[src/rtl/hazard_stall_unit_pkg.sv]
// Shared pipeline definitions for the hazard/stall unit.
//   state_t     : control FSM encoding (RUN, MEMWAIT)
//   REG_W       : register-index width
//   WDOG_W      : memory watchdog width
//   WDOG_LIMIT  : watchdog value at which a memory access is declared hung
//   SC_W        : stall-cycle counter width
package hazard_stall_unit_pkg;

  typedef enum logic {
    ST_RUN     = 1'b0,
    ST_MEMWAIT = 1'b1
  } state_t;

  localparam int REG_W  = 3;
  localparam int WDOG_W = 8;
  localparam int SC_W   = 16;

  localparam logic [WDOG_W-1:0] WDOG_LIMIT = 8'd255;

endpackage

[src/rtl/hazard_stall_unit_sat_counter.sv]
// Saturating up-counter with synchronous clear.
//   clk, rst : clock, asynchronous active-high reset
//   clr      : synchronous clear (wins over inc)
//   inc      : count up by one, holding at all-ones
//   count    : current value
module sat_counter #(
  parameter int W = 8
) (
  input  logic         clk,
  input  logic         rst,
  input  logic         clr,
  input  logic         inc,
  output logic [W-1:0] count
);

  localparam logic [W-1:0] ONE = {{(W-1){1'b0}}, 1'b1};
  localparam logic [W-1:0] MAX = {W{1'b1}};

  always_ff @(posedge clk or posedge rst) begin
    if (rst) begin
      count <= '0;
    end else if (clr) begin
      count <= '0;
    end else if (inc && (count != MAX)) begin
      count <= count + ONE;
    end
  end

endmodule

[src/rtl/hazard_stall_unit.sv]
// Pipeline hazard and stall controller.
// Detects load-use hazards, sequences branch flushes and freezes the
// pipeline while data memory is busy, with a watchdog that gives up on a
// hung memory access.
//   clk, rst                         : clock, asynchronous active-high reset
//   Rs_if_id, Rt_if_id (+ _valid)    : IF/ID source registers
//   Rd_id_ex, Rd_valid_id_ex,
//   WriteReg_id_ex, MemRead_id_ex    : ID/EX destination and load flags
//   branch_taken_ex                  : branch resolved taken in EX
//   mem_stall, mem_done              : data memory busy / access complete
//   stall_pc, stall_if_id            : hold PC and IF/ID (load-use)
//   bubble_id_ex                     : insert NOP into ID/EX (load-use)
//   flush_if_id, flush_id_ex         : squash younger instructions
//   stall_all                        : freeze entire pipeline (memory wait)
//   mem_timeout                      : sticky watchdog error
//   stall_cycles                     : saturating count of stalled cycles
//
// state   | meaning
// RUN     | normal flow; load-use and flush handling active
// MEMWAIT | data memory busy; pipeline frozen until done or watchdog expiry
module hazard_stall_unit
  import hazard_stall_unit_pkg::*;
(
  input  logic             clk,
  input  logic             rst,
  input  logic [REG_W-1:0] Rs_if_id,
  input  logic [REG_W-1:0] Rt_if_id,
  input  logic             Rs_valid_if_id,
  input  logic             Rt_valid_if_id,
  input  logic [REG_W-1:0] Rd_id_ex,
  input  logic             Rd_valid_id_ex,
  input  logic             WriteReg_id_ex,
  input  logic             MemRead_id_ex,
  input  logic             branch_taken_ex,
  input  logic             mem_stall,
  input  logic             mem_done,
  output logic             stall_pc,
  output logic             stall_if_id,
  output logic             bubble_id_ex,
  output logic             flush_if_id,
  output logic             flush_id_ex,
  output logic             stall_all,
  output logic             mem_timeout,
  output logic [SC_W-1:0]  stall_cycles
);

  state_t              state, state_nxt;
  logic                pending_flush, pending_nxt;
  logic                timeout_nxt;
  logic [WDOG_W-1:0]   wdog;
  logic                wdog_clr, wdog_inc;
  logic                lu, stall_all_i, flush_i, lu_act;

  assign lu = MemRead_id_ex & WriteReg_id_ex & Rd_valid_id_ex &
              ((Rs_valid_if_id & (Rs_if_id == Rd_id_ex)) |
               (Rt_valid_if_id & (Rt_if_id == Rd_id_ex)));

  always_ff @(posedge clk or posedge rst) begin
    if (rst) begin
      state         <= ST_RUN;
      pending_flush <= 1'b0;
      mem_timeout   <= 1'b0;
    end else begin
      state         <= state_nxt;
      pending_flush <= pending_nxt;
      mem_timeout   <= timeout_nxt;
    end
  end

  always_comb begin
    state_nxt   = state;
    pending_nxt = pending_flush;
    timeout_nxt = mem_timeout;
    stall_all_i = 1'b0;
    wdog_clr    = 1'b0;
    wdog_inc    = 1'b0;
    flush_i     = 1'b0;
    lu_act      = 1'b0;

    case (state)
      ST_RUN: begin
        // Once the watchdog has fired, memory busy requests are ignored.
        if (mem_stall && !mem_done && !mem_timeout) begin
          stall_all_i = 1'b1;
          wdog_clr    = 1'b1;
          state_nxt   = ST_MEMWAIT;
        end
      end
      ST_MEMWAIT: begin
        wdog_inc = 1'b1;
        if (mem_done) begin
          state_nxt = ST_RUN;
        end else begin
          stall_all_i = ~mem_timeout;
          // Counter reaches the limit on this edge: 255th wait cycle.
          if (wdog == (WDOG_LIMIT - 8'd1)) begin
            timeout_nxt = 1'b1;
            state_nxt   = ST_RUN;
          end
        end
      end
      default: state_nxt = ST_RUN;
    endcase

    // A branch resolved while frozen is remembered and replayed on the
    // first unfrozen cycle.
    flush_i = ~stall_all_i & (branch_taken_ex | pending_flush);
    lu_act  = ~stall_all_i & ~flush_i & lu;

    if (stall_all_i && branch_taken_ex) begin
      pending_nxt = 1'b1;
    end else if (flush_i) begin
      pending_nxt = 1'b0;
    end
  end

  assign stall_all    = stall_all_i & ~rst;
  assign flush_if_id  = flush_i & ~rst;
  assign flush_id_ex  = flush_i & ~rst;
  assign stall_pc     = lu_act & ~rst;
  assign stall_if_id  = lu_act & ~rst;
  assign bubble_id_ex = lu_act & ~rst;

  sat_counter #(.W(WDOG_W)) u_wdog (
    .clk   (clk),
    .rst   (rst),
    .clr   (wdog_clr),
    .inc   (wdog_inc),
    .count (wdog)
  );

  sat_counter #(.W(SC_W)) u_stall_cnt (
    .clk   (clk),
    .rst   (rst),
    .clr   (1'b0),
    .inc   (stall_pc | stall_all),
    .count (stall_cycles)
  );

endmodule

[config.mk]
export PLATFORM = sky130hd
export DESIGN_NAME = hazard_stall_unit
export DESIGN_NICKNAME = d
export VERILOG_FILES = /design/src/rtl/hazard_stall_unit_pkg.sv /design/src/rtl/hazard_stall_unit_sat_counter.sv /design/src/rtl/hazard_stall_unit.sv
export SDC_FILE = /design/constraint.sdc
export NUM_CORES = 1
export LEC_CHECK = 0
export BUFFER_PORTS_ARGS = -buffer_cell sky130_fd_sc_hd__buf_2
export CORE_MARGIN = 2
export CORE_UTILIZATION = 35
export CTS_CLUSTER_DIAMETER = 60
export DETAILED_ROUTE_END_ITERATION = 10
export GPL_ROUTABILITY_DRIVEN = 0
export GPL_TIMING_DRIVEN = 0
export PLACE_DENSITY_LB_ADDON = 0.25
export SYNTH_ARGS = -nofsm -noshare
export SYNTH_HDL_FRONTEND = slang
export SYNTH_HIERARCHICAL = 1
export SYNTH_SLANG_ARGS = --single-unit
[constraint.sdc]
create_clock -name clk -period 2.5 [get_ports clk]
set_input_delay 0.5 -clock clk [delete_from_list [all_inputs] [get_ports clk]]
set_output_delay 0.5 -clock clk [all_outputs]
set_load 0.03 [all_outputs]
==> results.json <==
{
  "status": "finished, violations left",
  "violations": "setup timing",
  "top_usage_layer": "met2",
  "fillCellCount": 451,
  "required_ns": 2.70,
  "min-delay-path-class": "in -> async",
  "multi_input_area_sq_mm": 0.00104,
  "relSlewSlack_pct": 55.8,
  "vdd_drop_max_uv": 202,
  "timing.final.crit_share_pct": 100,
  "grt-ovfl-total": 0,
  "synth_warnings": 6,
  "max_freq_ghz": 0.399,
  "pwr-share-seq_pct": 57.5,
  "wirelength_mm": 3.85,
  "met1_usage_pct": 18.8,
  "switching_share_pct": 23.0,
  "use_met3_pct": 2.85,
  "die_w_um": 74.1,
  "first_iter_violations": 70,
  "clk_path_buf_depth": 2,
  "yosys.area_share.simple_pct": 29.3,
  "synth_top_family_by_area": "simple AND/OR/NAND/NOR gates",
  "power_frac_comb_pct": 10.8,
  "grt_pass1_wl_mm": 6.12,
  "worst_slack_ns": -0.00548,
  "synth_edf_count": 0,
  "cts_hold_buf": 0,
  "crit_path_max_fanout": 5,
  "core_sq_mm": 0.00472,
  "synth_seq_cells": 27,
  "seq_area_frac_synth_pct": 39.3,
  "routedWlPerCell_um": 12.7,
  "htreeDepth": 1,
  "initial_core_util_pct": 36.4,
  "synth.mux.area_fraction_pct": 5.97,
  "rsz0062_at_grt": "yes",
  "skew_ns": 0.00350,
  "p_sw_mw": 0.178,
  "worstSkewPairLatency_ns": 0.27,
  "timing.setup.tns_ns": -0.00548,
  "setup_viol": 1,
  "ys_types": 46,
  "drc": 0,
  "cts_buffers": 3,
  "drv_cap": 0,
  "synth.cell_area_sq_mm": 0.00172,
  "crit_path_end_kind": "flop",
  "tightest_slew_ns": 0.657,
  "path_class": "in -> reg",
  "place_ws_ns": -0.424,
  "synthAdderAreaFrac_pct": 1.46,
  "leakage_nw": 0.994,
  "drv_slew": 0,
  "period_needed_ns": 2.51,
  "std_cell_rows": 25,
  "netlist_instances": 184,
  "fin_area_sq_mm": 0.00225,
  "viasPerCell": 5.05,
  "dr.pass1.iters": 4,
  "antenna_found_initial": 0,
  "synth_compound_area_share_pct": 15.6,
  "dieHeight_um": 74.1,
  "met2_usage_pct": 24.2,
  "async_flop_share_pct": 100,
  "area_delta_synth_final_pct": 30.9,
  "die_area_sq_mm": 0.00549,
  "avgSynthCellArea_sq_um": 9.34,
  "ff_latch_area_sq_um": 677,
  "power_density_mw_per_mm2": 343,
  "ant_nets": 0,
  "portBuffers": 41,
  "clock_sinks": 27,
  "pwr-share-clk_pct": 31.6,
  "dp.cells": 292,
  "root_buffer": "clkbuf_8",
  "drive_above_1_share_pct": 35.9,
  "arrival_ns": 2.71,
  "dr_total_vias": 1535,
  "grt_max_degree": 17,
  "finalHoldViolCount": 0,
  "dp_hpwl_mm": 2.74,
  "clkTransAtPathRegs_ns": 0.09,
  "place_area_sq_mm": 0.00206,
  "grt_util_all_layers_pct": 14.4,
  "diodes": 0,
  "grt_pass1_vias": 1307,
  "final_core_util_pct": 47.7,
  "synth_xor_area_share_pct": 3.06,
  "synth_nets": 205,
  "startpoint_type": "input port",
  "fin_nets": 259,
  "p_int_mw": 0.595,
  "cts_tree": "done",
  "synth_flop_cell": "dfrtp_1",
  "holdWs_ns": 0.142,
  "io_pins": 42,
  "stdcell_count": 304,
  "power.total_mw": 0.773
}
==> worst paths after layout <==
kind / from / end / slack, ns / cells after the start
setup / recovery: Rs_if_id[0] / u_stall_cnt/count[13] / -0.005 / 10
hold / removal: rst / pending_flush / 0.14 / 2
setup reg to reg: pending_flush / u_stall_cnt/count[13] / 0.06 / 9
hold reg to reg: pending_flush / pending_flush / 0.51 / 2
max in group asynchronous: rst / u_stall_cnt/count[4] / 1.74 / 2
min in group clk: branch_taken_ex / pending_flush / 0.47 / 3
==> flip-flops by register name, indices dropped and copies added, names as in the netlist <==
| register | flops |
|---|---|
| u_stall_cnt/count | 16 |
| pending_flush | 1 |
| u_wdog/count | 8 |
| mem_timeout | 1 |
| state | 1 |
==> final cells by class <==
cell class | count | area share, %
well taps | 67 | 3.72
plain buffers | 9 | 3.17
multi-input cells | 141 | 46.1
flip-flops and latches | 27 | 30.1
clock buffers | 3 | 1.83
inverters | 7 | 1.17
clock inverters | 1 | 0.222
repair buffers | 49 | 13.7
==> kinds of logic (layout without fill, tap and decap cells) <==
kind of cell / Yosys count / in the layout
AOI/OAI and AO/OA: 39 / 39
xor gates and xnor gates: 6 / 6
adders and majority gates: 2 / 2
buffers and inverters: 16 / 69
DFF: 27 / 27
muxes: 8 / 8
other: 1 / 1
and+or+nand+nor: 85 / 85
==> layout by cell type, fill, tap and decap left out, types with 5 or more instances in the layout <==
master	synthesis	layout
buf_4	4	12
o21ai_0	6	5
nand2_1	10	10
buf_2	0	34
nand3_1	9	8
nor3_1	6	6
nor2b_1	7	7
xnor2_2	0	6
o31ai_1	6	6
or3_1	6	5
nand4_1	10	10
or4_1	6	6
a21oi_1	14	12
nor2_1	12	12
dfrtp_1	27	26
inv_1	7	7
buf_6	1	8
==> per-layer routing <==
layer	wire [um]	vias up
met5	0	-
met4	29	0
met3	107	2
met2	1880	20
met1	1830	720
li1	-	793
==> cell usage after synthesis (all sizes together) (2+ instances only) <==
cell | n | share of area (%)
or4 | 8 | 3.8
nand2 | 10 | 2.2
a21oi | 16 | 5.1
o21ai | 6 | 1.7
nor2b | 7 | 2.5
o41ai | 2 | 1.0
ha | 2 | 1.5
nor4 | 3 | 1.1
mux2 | 6 | 4.8
or3 | 7 | 2.6
nand2b | 4 | 1.5
nor2 | 12 | 2.6
nand3 | 9 | 2.6
nand4 | 11 | 4.9
o31ai | 6 | 2.6
clkbuf | 3 | 0.73
nor3 | 6 | 1.7
inv | 7 | 1.5
xnor2 | 6 | 3.1
o21bai | 2 | 0.87
mux2i | 2 | 1.2
buf | 5 | 2.4
dfrtp | 27 | 39
and4 | 2 | 1.0
nand4b | 2 | 1.0
==> power groups by stage <==
stage | sequential, mW | clock (mW) | combinational [mW]
2_1_floorplan | 0.452 | 0 | 0.0431
3_3_place_gp | 0.453 | 0 | 0.0688
3_5_place_dp | 0.453 | 0 | 0.0692
4_1_cts | 0.444 | 0.259 | 0.0778
5_1_grt | 0.446 | 0.277 | 0.0920
6_report | 0.444 | 0.245 | 0.0838
==> worst max-delay path, stage by stage <==
cell,delay (ns)
buf_6,0.10
xnor2_2,0.16
nand4_1,0.15
a2111oi_4,0.39
or2_1,0.16
clkbuf_8,0.14
nand3_4,0.09
or4_4,0.47
or4_1,0.41
a21oi_1,0.15
==> repair_timing <==
action | CTS | global route
hold endpoints to repair | 0 | 0
endpoints found under the setup margin | 3 | 5
resized for setup | 10 | 9
pin swaps | 5 | 6
buffers inserted | 4 | 4
Power figures use the tool's default switching activity.
